## src/rtl/mem_bist_pkg.sv

```systemverilog
// Shared types and widths for the memory built-in self-test engine.
package mem_bist_pkg;

  localparam int unsigned ADDR_WIDTH = 16;
  localparam int unsigned DATA_WIDTH = 16;
  localparam int unsigned IDX_WIDTH  = ADDR_WIDTH;

  typedef enum logic [1:0] {
    IDLE  = 2'd0,
    WRITE = 2'd1,
    READ  = 2'd2,
    DONE  = 2'd3
  } state_e;

  // Test parameters captured when Start is accepted.
  typedef struct packed {
    logic [ADDR_WIDTH-1:0] base;
    logic [IDX_WIDTH-1:0]  count;
    logic [DATA_WIDTH-1:0] seed;
    logic                  invert;
  } test_cfg_t;

endpackage

```

## src/rtl/mem_bist_pattern.sv

```systemverilog
// Pattern generator: (seed + idx) mod 2^16, optionally complemented.
module mem_bist_pattern
  import mem_bist_pkg::*;
(
  input  logic [DATA_WIDTH-1:0] seed,
  input  logic                  invert,
  input  logic [IDX_WIDTH-1:0]  idx,
  output logic [DATA_WIDTH-1:0] pattern_c
);

  logic [DATA_WIDTH-1:0] sum;

  always_comb begin
    sum       = seed + DATA_WIDTH'(idx);
    pattern_c = invert ? ~sum : sum;
  end

endmodule

```

## src/rtl/mem_bist.sv

```systemverilog
// Write-then-read-back memory self-test: writes a linear pattern over a
// wrapping address window, reads it back and counts mismatches.
module mem_bist
  import mem_bist_pkg::*;
(
  input  logic                  clk,
  input  logic                  rst_n,
  input  logic                  start,
  input  logic                  abort,
  input  logic [ADDR_WIDTH-1:0] base_address,
  input  logic [IDX_WIDTH-1:0]  count,
  input  logic [DATA_WIDTH-1:0] seed,
  input  logic                  invert,
  output logic                  mem_write_enable,
  output logic [ADDR_WIDTH-1:0] mem_write_address,
  output logic [DATA_WIDTH-1:0] mem_write_data,
  output logic [ADDR_WIDTH-1:0] mem_read_address,
  input  logic [DATA_WIDTH-1:0] mem_read_data,
  output logic                  busy,
  output logic                  done,
  output logic                  pass,
  output logic [15:0]           error_count,
  output logic [ADDR_WIDTH-1:0] first_fail_address
);

  localparam logic [15:0] ERR_MAX = 16'hFFFF;

  state_e                state_q, state_d;
  test_cfg_t             cfg_q, cfg_d;
  logic [IDX_WIDTH-1:0]  idx_q, idx_d;
  logic [15:0]           err_q, err_d;
  logic [ADDR_WIDTH-1:0] ff_q, ff_d;
  logic                  pass_q, pass_d;
  logic                  we_q, we_d;
  logic [ADDR_WIDTH-1:0] waddr_q, waddr_d;
  logic [DATA_WIDTH-1:0] wdata_q, wdata_d;
  logic [ADDR_WIDTH-1:0] raddr_q, raddr_d;
  logic [DATA_WIDTH-1:0] exp_q, exp_d;
  logic                  busy_q, busy_d;
  logic                  done_q, done_d;

  logic                  last_c;
  logic [ADDR_WIDTH-1:0] addr_c;
  logic [DATA_WIDTH-1:0] pat_c;

  // One generator serves both paths: it looks at the next index, so the
  // write data and the expected read-back value are both registered.
  mem_bist_pattern u_pattern (
    .seed      (cfg_d.seed),
    .invert    (cfg_d.invert),
    .idx       (idx_d),
    .pattern_c (pat_c)
  );

  // Next-state, index and result bookkeeping.
  always_comb begin
    state_d = state_q;
    cfg_d   = cfg_q;
    idx_d   = idx_q;
    err_d   = err_q;
    ff_d    = ff_q;
    pass_d  = pass_q;
    last_c  = (idx_q == cfg_q.count - IDX_WIDTH'(1));

    case (state_q)
      IDLE: begin
        if (start && !abort) begin
          cfg_d.base   = base_address;
          cfg_d.count  = count;
          cfg_d.seed   = seed;
          cfg_d.invert = invert;
          idx_d        = '0;
          err_d        = '0;
          ff_d         = '0;
          pass_d       = (count == '0);
          state_d      = (count == '0) ? DONE : WRITE;
        end
      end
      WRITE: begin
        if (abort) begin
          state_d = IDLE;
          idx_d   = '0;
          pass_d  = 1'b0;
        end else if (last_c) begin
          state_d = READ;
          idx_d   = '0;
        end else begin
          idx_d = idx_q + IDX_WIDTH'(1);
        end
      end
      READ: begin
        if (abort) begin
          state_d = IDLE;
          idx_d   = '0;
          pass_d  = 1'b0;
        end else begin
          if (mem_read_data != exp_q) begin
            err_d = (err_q == ERR_MAX) ? err_q : err_q + 16'd1;
            if (err_q == '0) ff_d = raddr_q;
          end
          if (last_c) begin
            state_d = DONE;
            idx_d   = '0;
            pass_d  = (err_d == '0);
          end else begin
            idx_d = idx_q + IDX_WIDTH'(1);
          end
        end
      end
      DONE: begin
        state_d = IDLE;
      end
      default: begin
        state_d = IDLE;
      end
    endcase
  end

  // Memory-side and status outputs, registered against the next state.
  always_comb begin
    addr_c  = cfg_d.base + ADDR_WIDTH'(idx_d);
    we_d    = (state_d == WRITE);
    busy_d  = (state_d != IDLE);
    done_d  = (state_d == DONE);
    waddr_d = waddr_q;
    wdata_d = wdata_q;
    exp_d   = exp_q;
    raddr_d = cfg_d.base;
    if (state_d == WRITE) begin
      waddr_d = addr_c;
      wdata_d = pat_c;
      raddr_d = addr_c;
    end
    if (state_d == READ) begin
      raddr_d = addr_c;
      exp_d   = pat_c;
    end
  end

  always_ff @(posedge clk or negedge rst_n) begin
    if (!rst_n) begin
      state_q <= IDLE;
      cfg_q   <= '0;
      idx_q   <= '0;
      err_q   <= '0;
      ff_q    <= '0;
      pass_q  <= 1'b0;
      we_q    <= 1'b0;
      waddr_q <= '0;
      wdata_q <= '0;
      raddr_q <= '0;
      exp_q   <= '0;
      busy_q  <= 1'b0;
      done_q  <= 1'b0;
    end else begin
      state_q <= state_d;
      cfg_q   <= cfg_d;
      idx_q   <= idx_d;
      err_q   <= err_d;
      ff_q    <= ff_d;
      pass_q  <= pass_d;
      we_q    <= we_d;
      waddr_q <= waddr_d;
      wdata_q <= wdata_d;
      raddr_q <= raddr_d;
      exp_q   <= exp_d;
      busy_q  <= busy_d;
      done_q  <= done_d;
    end
  end

  assign mem_write_enable   = we_q;
  assign mem_write_address  = waddr_q;
  assign mem_write_data     = wdata_q;
  assign mem_read_address   = raddr_q;
  assign busy               = busy_q;
  assign done               = done_q;
  assign pass               = pass_q;
  assign error_count        = err_q;
  assign first_fail_address = ff_q;

endmodule

```

## config.mk

```make
export PLATFORM = sky130hd
export DESIGN_NAME = mem_bist
export DESIGN_NICKNAME = d
export VERILOG_FILES = /design/src/rtl/mem_bist_pkg.sv /design/src/rtl/mem_bist_pattern.sv /design/src/rtl/mem_bist.sv
export SDC_FILE = /design/constraint.sdc
export NUM_CORES = 1
export LEC_CHECK = 0
export ABC_AREA = 1
export CAP_MARGIN = 15
export CORE_MARGIN = 8
export CORE_UTILIZATION = 49
export DETAILED_ROUTE_END_ITERATION = 12
export GPL_ROUTABILITY_DRIVEN = 0
export PLACE_DENSITY = 0.74
export SYNTH_ARGS = -nofsm -noshare
export SYNTH_HDL_FRONTEND = slang
export SYNTH_SLANG_ARGS = --single-unit
```

## constraint.sdc

```tcl
create_clock -name clk -period 3.85 [get_ports clk]
set_clock_uncertainty 0.15 [all_clocks]
set_input_delay 0.77 -clock clk [delete_from_list [all_inputs] [get_ports clk]]
set_output_delay 0.77 -clock clk [all_outputs]
set_load 0.1 [all_outputs]
```

# ---- Yosys cells after proc, flatten, opt, wreduce, memory -nomap -nowiden
# Index checks and enable logic that the tools add are counted.
dict set report op_classes {
  add_sub_neg 5
  n_reduce_logical 14
  n_mux 32
  bitwise_logic 1
  n_eq_ne 15
}
# op count
set op_table {}
lappend op_table {{two-way mux 16 bit} 15}
lappend op_table {{two-way mux 49 bit} 2}
lappend op_table {{case mux 16 bit (2 select lines)} 3}
lappend op_table {{zero test 16 bit} 3}
lappend op_table {{adder 16 x 1 -> 16 bit (second input constant)} 2}
lappend op_table {{adder 16 bit} 2}
lappend op_table {{== test 16 bit} 1}
lappend op_table {{== test 16 bit (second input constant)} 1}
lappend op_table {{inequality test 16 bit} 1}
lappend op_table {{NOT 16 bit} 1}
lappend op_table {{subtractor 16 x 1 -> 16 bit (second input constant)} 1}
lappend op_table {{two-way mux 2 bit} 6}
lappend op_table {{inequality test 2 bit (second input constant)} 5}
lappend op_table {{== test 2 bit (second input constant)} 4}
lappend op_table {{case mux 2 bit (4 select lines)} 1}
lappend op_table {{AND reduction 5 bit} 1}
lappend op_table {{== test 2 x 1 -> 1 bit (second input constant)} 2}
lappend op_table {{two-way mux 1 bit} 4}
lappend op_table {{AND reduction 4 bit} 1}
lappend op_table {{nonzero test 2 bit} 2}
lappend op_table {{inequality test 3 bit (second input constant)} 1}
lappend op_table {{case mux 1 bit (3 select lines)} 1}
lappend op_table {{AND reduction 3 bit} 1}
lappend op_table {{nonzero test 3 bit} 1}
lappend op_table {{other kinds (5)} 5}
dict set report word_totals {
  elab_cells 83
  regBits 167
  output_inout_bits 84
}

# ---- Logic depth before layout (Yosys ltp)
# Gate-level depths: netlist of run 1.
dict set report depth {
  depth_word 9
  ltp_mapped 28
  mapped_depth_nobuf 28
}

# ---- Modules after synthesis
# Synthesis of run 1 repeated with hierarchy kept, for this count alone.
dict set report hier_totals {
  cells_unflattened 1345
  area_unflattened_um2 10117.2
}
# mod seq_area_each_um2 cells_each area_each_um2 n_inst
set by_module_without_submodules {}
lappend by_module_without_submodules {mem_bist 4179.0 1139 8918.6 1}
lappend by_module_without_submodules {mem_bist_pattern 0.0 206 1198.6 1}

# ---- Worst setup path after synthesis of run 1
# Ideal clock, no wire load.
dict set report synth_path {
  kind {input -> register}
  startpoint {input port abort}
  endpoint {register exp_q[14]}
  arrival_time_ns 3.878
  stages 18
  path_buffers 3
  slack_ns -0.304
  setup_ns 0.126
  cell_sequence {inv_1 > nand2_1 > nor2_1 > clkbuf_1 > buf_1 > buf_1 > nand2_1 > nand2_1 > ha_1 > inv_1 > fa_1 > o21ai_0 > nand4_1 > nand3_1 > a21oi_1 > o21bai_1 > xor2_1 > o21ai_2}
}
# element line_no
set synth_lines {}
lappend synth_lines {{start: declaration} mem_bist.sv:9} ;# input logic abort,
lappend synth_lines {{end signal: assignment} mem_bist.sv:166} ;# exp_q <= exp_d;
lappend synth_lines {{end: declaration} mem_bist.sv:38} ;# logic [DATA_WIDTH-1:0] exp_q, exp_d;

# ---- Final worst setup path of run 1
dict set report layout_path {
  startpoint {register cfg_q[18] (netlist name)}
  endpoint {register raddr_q[14] (netlist: mem_read_address[14])}
}
dict set report layout_via {
  elab_chain_cells 8
  elab_cells_between_ends 15
  cone_classes {2 x add/sub; 3 x eq/ne; 10 x mux}
}
# element line_no
set layout_rtl {}
lappend layout_rtl {{start: declaration} mem_bist.sv:29} ;# test_cfg_t cfg_q, cfg_d;
lappend layout_rtl {{start signal: assignment} mem_bist.sv:157} ;# cfg_q <= cfg_d;
lappend layout_rtl {{subtractor 16 x 1 -> 16 bit (*)} mem_bist.sv:63} ;# last_c = (idx_q == cfg_q.count - IDX_WIDTH'(1));
lappend layout_rtl {{== test 16 bit (*)} mem_bist.sv:63}
lappend layout_rtl {{two-way mux 16 bit (*)} {mem_bist.sv:84, mem_bist.sv:101}}
lappend layout_rtl {{two-way mux 16 bit (*)} mem_bist.sv:80} ;# if (abort) begin
lappend layout_rtl {{case mux 16 bit (2 select lines) (*)} mem_bist.sv:65} ;# case (state_q)
lappend layout_rtl {{net idx_d[1]} mem_bist.sv:30} ;# logic [IDX_WIDTH-1:0] idx_q, idx_d;
lappend layout_rtl {{adder 16 bit (*)} mem_bist.sv:121} ;# addr_c = cfg_d.base + ADDR_WIDTH'(idx_d);
lappend layout_rtl {{two-way mux 16 bit} mem_bist.sv:129} ;# if (state_d == WRITE) begin
lappend layout_rtl {{two-way mux 16 bit (*)} mem_bist.sv:134} ;# if (state_d == READ) begin
lappend layout_rtl {{net raddr_d[14]} mem_bist.sv:37} ;# logic [ADDR_WIDTH-1:0] raddr_q, raddr_d;
lappend layout_rtl {{end signal: assignment} mem_bist.sv:165} ;# raddr_q <= raddr_d;
lappend layout_rtl {{end: declaration} mem_bist.sv:37}
# The timed path passes the listed nets; every way through them passes the cells marked *.
# A chain may end at the register's enable or synchronous reset.

==> results of run 1 <==
==> registers in the layout, indices dropped and copies added (netlist names) <==
| signal | count |
|---|---|
| mem_write_address | 16 |
| cfg_q | 49 |
| error_count | 16 |
| state_q | 2 |
| first_fail_address | 16 |
| mem_read_address | 16 |
| exp_q | 16 |
| pass | 1 |
| mem_write_data | 16 |
| busy | 1 |
| done | 1 |
| mem_write_enable | 1 |
| idx_q | 16 |
==> synth_stat cells (11+ instances only) <==
master and count:
sky130_fd_sc_hd__xor2_1 57, sky130_fd_sc_hd__a21oi_1 35, sky130_fd_sc_hd__nand3_1 66, sky130_fd_sc_hd__nor2_1 65, sky130_fd_sc_hd__dfrtp_1 167, sky130_fd_sc_hd__nor3_1 17, sky130_fd_sc_hd__o22ai_1 27, sky130_fd_sc_hd__xnor2_1 37
sky130_fd_sc_hd__nand4_1 16, sky130_fd_sc_hd__inv_1 125, sky130_fd_sc_hd__ha_1 38, sky130_fd_sc_hd__o21ai_2 11, sky130_fd_sc_hd__clkbuf_1 17, sky130_fd_sc_hd__o21ai_0 71, sky130_fd_sc_hd__nand2_1 406
==> worst max path at each step <==
stage                     startpoint                   end  cells after the start
after floorplan            cfg_q[17]  mem_read_address[13]                     26
after global placement         abort  mem_read_address[15]                     20
after detailed placement       abort             exp_q[14]                     20
after CTS                   idx_q[0]  mem_read_address[15]                     22
after global routing       cfg_q[18]             exp_q[15]                     28
final                      cfg_q[18]  mem_read_address[14]                     28
==> per-stage QoR <==
step                      cell area [sq um]  cells  hold slack, ps
after global routing                  13700   1783             288
after global placement                12300   1742             306
after detailed placement              12300   1742             308
after floorplan                        9660   1231             294
after CTS                             13000   1777             250
final                                 13700   1783             227
==> layer usage <==
| layer | routed length, um | vias to the layer above | GRT usage, % |
|---|---|---|---|
| li1 | - | 4512 | - |
| met1 | 12300 | 4478 | 28.6 |
| met2 | 14200 | 402 | 38.8 |
| met3 | 2190 | 98 | 4.85 |
| met4 | 1150 | 0 | 9.70 |
| met5 | 0 | - | 0 |
==> repair_timing <==
action / in CTS / in global routing
buffers inserted: 2 / 7
endpoints found under the hold margin: 0 / 0
resized for setup: 27 / 131
endpoints found under the setup margin: 30 / 40
cloned: 1 / 0
pin swaps: 5 / 58
==> layout make-up <==
cell class              instances  area share [%]
clock buffers                  18            3.20
clock inverters                14            1.35
inverters                     128            3.50
multi-input cells             903            39.9
flip-flops and latches        167            30.5
well taps                     265            2.42
repair buffers                288            19.1
==> cells by family after synthesis <==
logic type | count (synthesis) | synth area share (%)
adder cells (fa/ha/maj) | 40 | 5.34
AO/OA/AOI/OAI | 159 | 9.29
buffers and inverters | 161 | 6.98
XOR/XNOR | 94 | 8.53
flip-flops | 167 | 43.3
AND/OR/NAND/NOR | 610 | 26.6
==> report_power, final <==
part / leakage, nW / internal, mW / switching, mW
Clock: 0.303 / 1.06 / 0.764
Sequential: 2.15 / 2.30 / 0.333
Combinational: 4.04 / 2.15 / 4.39
Total: 6.49 / 5.50 / 5.48
==> reports/summary.md, run 1 <==
In this run the worst path has a maximum fanout of 5. The tools report the synthesized netlist net count as 1340. STA puts the critical path data arrival time at 4060 ps. Counting the fill cells in the layout gives 1485. In the post-synthesis netlist, the biggest area contributors are sky130_fd_sc_hd__dfrtp_1 (43%), sky130_fd_sc_hd__nand2_1 (16%), sky130_fd_sc_hd__xor2_1 (5.2%). For this run, design rule violations remaining after detail routing come to 0. The startpoint identified for the worst register-to-register timing path is cfg_q[18]. Number of global-route vias before repair: 9204. The detail route stage leaves a number of antenna-violating nets equal to 0. Final sum of negative setup slack: 0 ps.

The kind of cell with the highest combined delay along the critical path is simple AND/OR/NAND/NOR gates. In this design, the critical path's most frequently occurring cell is sky130_fd_sc_hd__nand2_1. The initialized floorplan defines 51 standard-cell rows. The iteration count of the initial detailed-routing pass is 6.

The run gives 1231 as the synthesized instance count. In the final routed layout, each cell accounts on average for 16.7 um. On the worst path, the slowest cell contributes a delay of 410 ps. The portion of the clock cycle consumed by the worst path in the final layout works out to 99.6%.

Summed over all instances, the cell type with the most area after synthesis is sky130_fd_sc_hd__dfrtp_1. The path depth of the worst reg2reg path works out to 28. The initial core utilization came out at 49.8%. TritonCTS built the clock tree.

The final-report hold violation count was 0; the largest net degree at the start of global routing was 79. Counting both buffers and inverters, the worst setup path holds a total of 3. The smallest clock period supported by the final layout is computed as 3840 ps. For the max-slew violation count, the log shows 0.

The per-cell via count in the routed design was 5.32; the area of the multi-input gates was 0.00548 sq mm. Yosys mapped a number of flops with a built-in enable equal to 0. Leaving out fill and tap cells, the most frequent cells in the layout are sky130_fd_sc_hd__nand2_1 (395), sky130_fd_sc_hd__dfrtp_1 (162), sky130_fd_sc_hd__clkdlybuf4s50_1 (151).

The power density relative to cell area is 801 mW/mm^2, and the number of buffers inserted by port buffering is 152. 0 antenna diodes ended up in the layout. In this run the horizontal extent of the chip is 156 um.

Pin placement for this block handled 153 I/O pins. The run gives 0 as the synthesis warning total. Clock-pin slew was measured on the worst setup and hold paths at 70 ps. No sink is reached through more buffers than the 2 on the longest clock path. For the total congestion overflow after global routing, the log shows 0.

For this design, the CTS-stage hold fixing added 0 buffers. The mean post-synth cell area works out to 7.84 sq um. The root buffer cell chosen for the clock tree is sky130_fd_sc_hd__clkbuf_16. The core region is 0.0194 sq mm.

The run finished with clean final reports. The full die area was 0.0245 sq mm; the total CTS buffers was 17. The first global-routing pass estimated 45400 um of wire.

The worst hold path belongs to the class input port to asynchronous set/reset pin. The synthesized design contains 167 register bits. The tool flagged a number of max-cap violations equal to 0.

In this run the critical register-to-register path is captured at mem_read_address[14]. After synthesis, flip-flops and latches occupy 43.3% of the total area. The setup slack at placement is -263 ps, and the area added between synthesis and finish is 42.1%. Headroom to the max-slew limit came out at 27.4%. For this design, the sink count on the clock tree is 167. Setup repair after global routing could not meet its margin everywhere. Once layout is complete, the utilization of the core stands at 70.8%. Leakage power total: 6.49 nW.

In the global route stage, overall resource usage came out at 23.2%. The tools report the combined flip-flop and latch cell area as 0.00419 sq mm. The clock latency on the worst-skew pair is 430 ps, and the post-synthesis instance area is 0.00966 sq mm.

The largest voltage drop on the vdd net was 0.889 mV; the layout cell share with drive strength beyond 1 was 20.9%. The number of antenna violations at the first check in global routing is 0, and the slew at the pin closest to its max-slew limit is 1090 ps. The synthesized design devotes to its leading area cell type 43.3% of total area. The critical path is of the register to register type. The total of endpoints with negative setup slack in the final report was 0; the final critical-path setup slack was 14.4 ps. In the synthesized netlist the dominant register cell turns out to be sky130_fd_sc_hd__dfrtp_1. The run gives 21300 um as the half-perimeter wire length after placement. The H-tree level count came out at 4.

Setup slack on the worst reg-to-reg path comes out at 10 ps. Counting distinct cell types in the post-synthesis netlist gives 40. STA puts the critical path data required time at 4070 ps. The number of nets in the final layout was 1614.

The die boundary height works out to 156 um. The slowest stage of the critical path is the sky130_fd_sc_hd__dfrtp_1 cell. For this block, the via count after detailed routing is 9490. STA classifies the critical path startpoint as a register. Static timing analysis puts the maximum clock frequency at 0.261 GHz.

The total wire length came out at 29800 um. STA classifies the critical path endpoint as a register. The design draws 11.0 mW. In this run, the number of DRC markers left after iteration 0 of detailed routing was 814. The most common cell after layout, fill and taps aside is sky130_fd_sc_hd__nand2_1.

The fraction of registers with async set or reset after synthesis came out at 100%.
(Power assumes the default switching activity.)
==> run 2: changes to the inputs <==
ABC_AREA = 0   (was 1)
==> run 2 against run 1 <==
Global-route usage rose by 1.8 points. Core utilization rose by 4.3 points. Non-clock buffer count rose by 80. Fmax fell by 27%. Cell count fell by 11%. First-iteration DRC count fell by 4.3%. The run now ends with negative setup slack left. Die area barely moved. Synthesized cell count fell by 22%. Critical path type unchanged. Worst setup slack got worse by 1400 ps. Worst hold slack improved by 39 ps.
==> reports/summary.md, run 2 <==
The routed design has 34300 um of wire. In the final routed layout, each cell accounts on average for 21.6 um. For this run, the leading register cell type out of synthesis is sky130_fd_sc_hd__dfrtp_1. The count of nets left with antenna violations once routing finished came out at 0.

Including well taps, the total number of placed cells is 1515. After synthesis, the share of flip-flops with an asynchronous set or reset is 100%. In this run, distinct cell masters in the synthesized netlist total 70.

The final route contains 9390 vias. The final critical-path setup slack was -1410 ps. The flow ran to the end, but the final reports show violations. In the finished design, the share of the clock period the worst path needs comes to 137%. The run gives 0 as the number of antenna violations at the first check in global routing. sky130_fd_sc_hd__dfrtp_1 takes more of the synthesized area than any other cell. The min-delay analysis places its worst path in the category input port to asynchronous set/reset pin.

The total congestion overflow after global routing was 0; the layout cell share with drive strength beyond 1 was 34.4%. For this design the ratio of total power to cell area is 828 mW/mm^2. The slew at the pin closest to its max-slew limit works out to 1030 ps. The half-perimeter wire length after placement is 21400 um, and the final sum of negative setup slack is -51710 ps.

The number of diodes is 0. In this run the standard cell core region covers 0.0194 sq mm. cfg_q holds more flip-flops than any other register. The register with the most flip-flops in the layout has 49 of them. The number of synthesized register bits was 167; the setup slack at placement was -1150 ps. The die boundary height came out at 156 um.

TritonCTS built the clock tree. Along the worst path, the maximum fanout reaches 6. The total of endpoints with negative setup slack in the final report is 61. The post-CTS clock slew at the launch and capture registers of the worst setup and hold paths was 70 ps. The number of global-route vias before repair was 9290; the number of standard cells in the layout, taps in and fillers out was 1589. The worst-case IR drop observed on VDD is 0.862 mV. For this design the top-level I/O count stands at 153.

The first global-routing pass estimated 48400 um of wire. For this run, design rule violations remaining after detail routing come to 0. Setup repair after global routing could not meet its margin everywhere. The Yosys step of the flow raised 0 warnings. The logs give 1072 for the synthesized netlist net count and 90 for the largest net degree at the start of global routing.

For the data arrival time of the critical path, the log shows 5440 ps. The critical path is of the register to register type. The logs give 0 for the number of hold buffers added after CTS and 6.59 nW for the leakage power total.

The run gives 0.0245 sq mm as the full die area. The logs give 0 for the final-report hold violation count and 963 for the synthesized instance count. Master cell of the clock root buffer: sky130_fd_sc_hd__clkbuf_16.

Walking the worst path, the cells encountered are or4_4, or3_4, a211oi_4, o221ai_2, or4_4, nand2_8, nor2_4, o21ai_4, o21ai_4, ha_4, nand2_2, o211ai_1, a31oi_2, o21ai_2, a41oi_2, a211oi_2, and4_1, o21ai_1, o2111a_1. Leaving out fill and tap cells, the most frequent cells in the layout are sky130_fd_sc_hd__buf_4 (204), sky130_fd_sc_hd__dfrtp_1 (166), sky130_fd_sc_hd__clkdlybuf4s50_1 (145). The initial core utilization is 49.8%, and the number of nets in the final layout is 1421.

The floorplan row count was 51. The tools report the kind of launch point of the worst setup path as a register. The most instantiated library cell after synthesis is sky130_fd_sc_hd__dfrtp_1. In this run, synthesis inferred 0 flip-flops with an integrated enable.

The count of buffers added on input and output ports is 152. The checks that failed: negative setup slack. Compared with the post-synthesis result, the final layout area differs by 50.6%. The per-cell via count in the routed design was 5.91. The number of clock sinks was 167. The minimum period implied by the final worst setup slack is 5260 ps.

The logs give 0 for the count of max-cap constraint violations and 6 for the iteration count of the initial detailed-routing pass. Each instance of the synthesized netlist takes up on average 10.0 sq um. The library cell used most frequently in the layout, excluding fill and tap cells, is sky130_fd_sc_hd__buf_4. The run gives 4020 ps as the data required time at the worst endpoint. On the critical path, the stage with the largest delay is an instance of sky130_fd_sc_hd__or4_4. Measured against its own limit, the worst slew margin works out to 30.8%. Timing would allow up to 0.190 GHz. The run gives 75.0% as the utilization after layout. The H-tree level count is 4, and the worst stage delay on the critical path is 540 ps. In the synthesized netlist, the cells that appear most often are sky130_fd_sc_hd__dfrtp_1 (167), sky130_fd_sc_hd__nand2_1 (95), sky130_fd_sc_hd__o21ai_0 (78), sky130_fd_sc_hd__mux2_2 (57), sky130_fd_sc_hd__nor2_1 (45).

For the combined global-route utilization of all metal layers, the log shows 25.0%. In this run the cell area of the synthesized design comes to 0.00966 sq mm. Yosys attributes the largest share of cell area to sky130_fd_sc_hd__dfrtp_1 (43%), sky130_fd_sc_hd__mux2_2 (6.6%), sky130_fd_sc_hd__ha_1 (4.9%).

The clock reaches the later pin of the worst-skew pair after 440 ps. The area share of the largest cell type after synthesis was 43.2%. Measured along the x axis, the die boundary spans 156 um. The initial DRC count was 779. The element type at the critical path end is a register.

Clock tree synthesis inserted a total of 17 buffers. The max-slew violation count is 0. After synthesis, flip-flops and latches occupy 43.2% of the total area. The clock passes through at most 2 buffers.
## run 2: cell types whose count changed after synthesis, moves of 17 or more
cell	previous run	this run
sky130_fd_sc_hd__nand3_1	66	23
sky130_fd_sc_hd__nand2_1	406	95
sky130_fd_sc_hd__nor2_1	65	45
sky130_fd_sc_hd__and3_1	0	17
sky130_fd_sc_hd__o22ai_1	27	3
sky130_fd_sc_hd__xor2_1	57	39
sky130_fd_sc_hd__mux2_2	0	57
sky130_fd_sc_hd__mux2i_1	0	33
sky130_fd_sc_hd__inv_1	125	38
## run 2: report_power, final
group | switching (mW) | internal (mW)
Combinational | 4.68 | 2.98
Sequential | 0.336 | 2.33
Clock | 0.791 | 0.926
## run 2: worst max-delay path, delay by kind of cell, from the launching register on
family	cells	cell delay [ps]
and+or+nand+nor	7	1970
AOI/OAI and AO/OA	11	2280
adders and majority gates	1	310
DFF	1	410
## run 2: path summary, 6_finish.rpt
| kind | cells past startpoint | endpoint | from | slack [ps] |
|---|---|---|---|---|
| max | 19 | mem_read_address[15] | cfg_q[19] | -1410 |
| min | 1 | first_fail_address[8] | rst_n | 270 |
| max reg2reg | 19 | mem_read_address[15] | cfg_q[19] | -1410 |
| min reg2reg | 2 | first_fail_address[12] | first_fail_address[12] | 330 |
| max in group asynchronous | 2 | idx_q[3] | rst_n | 2370 |
| min in group clk | 2 | first_fail_address[12] | first_fail_address[12] | 330 |
## run 2: layer usage
| metal | part of all wire, % | vias to the layer above | GRT usage [%] |
|---|---|---|---|
| met2 | 48 | 511 | 42.8 |
| met4 | 5.9 | 0 | 11.4 |
| met5 | 0 | - | 0 |
| met1 | 38 | 4533 | 30.0 |
| li1 | - | 4165 | - |
| met3 | 7.9 | 181 | 4.77 |
## run 2: area by class of cell
type | instances | area [sq um]
well taps | 265 | 332
fillers | 1241 | 4840
repair buffers | 368 | 3250
multi-input cells | 719 | 6070
clock buffers | 18 | 439
flip-flops and latches | 167 | 4180
clock inverters | 13 | 146
inverters | 39 | 149
## run 2: kinds of logic after synthesis
logic type      after synthesis  share of synthesized area (%)
simple gates                292                           15.2
compound gates              203                           13.3
flops                       167                           43.2
mux                         103                           12.0
xor+xnor                     80                           7.44
buf+inv                      78                           3.51
fa+ha+maj                    40                           5.33
## run 2: timing repair
item / 4_1_cts / 5_1_grt
gates resized for setup: 72 / 83
setup buffers: 24 / 27
pin swaps: 57 / 76
setup endpoints to repair: 64 / 64
cloned: 0 / 2
## run 2: stage by stage
stage	hold WS [ps]	total power, mW	cell area, sq um
3_5_place_dp	320	9.19	12800
6_report	266	12.0	14600
4_1_cts	298	11.3	13900
3_3_place_gp	311	9.08	12800
5_1_grt	329	12.5	14600
2_1_floorplan	318	7.06	9830
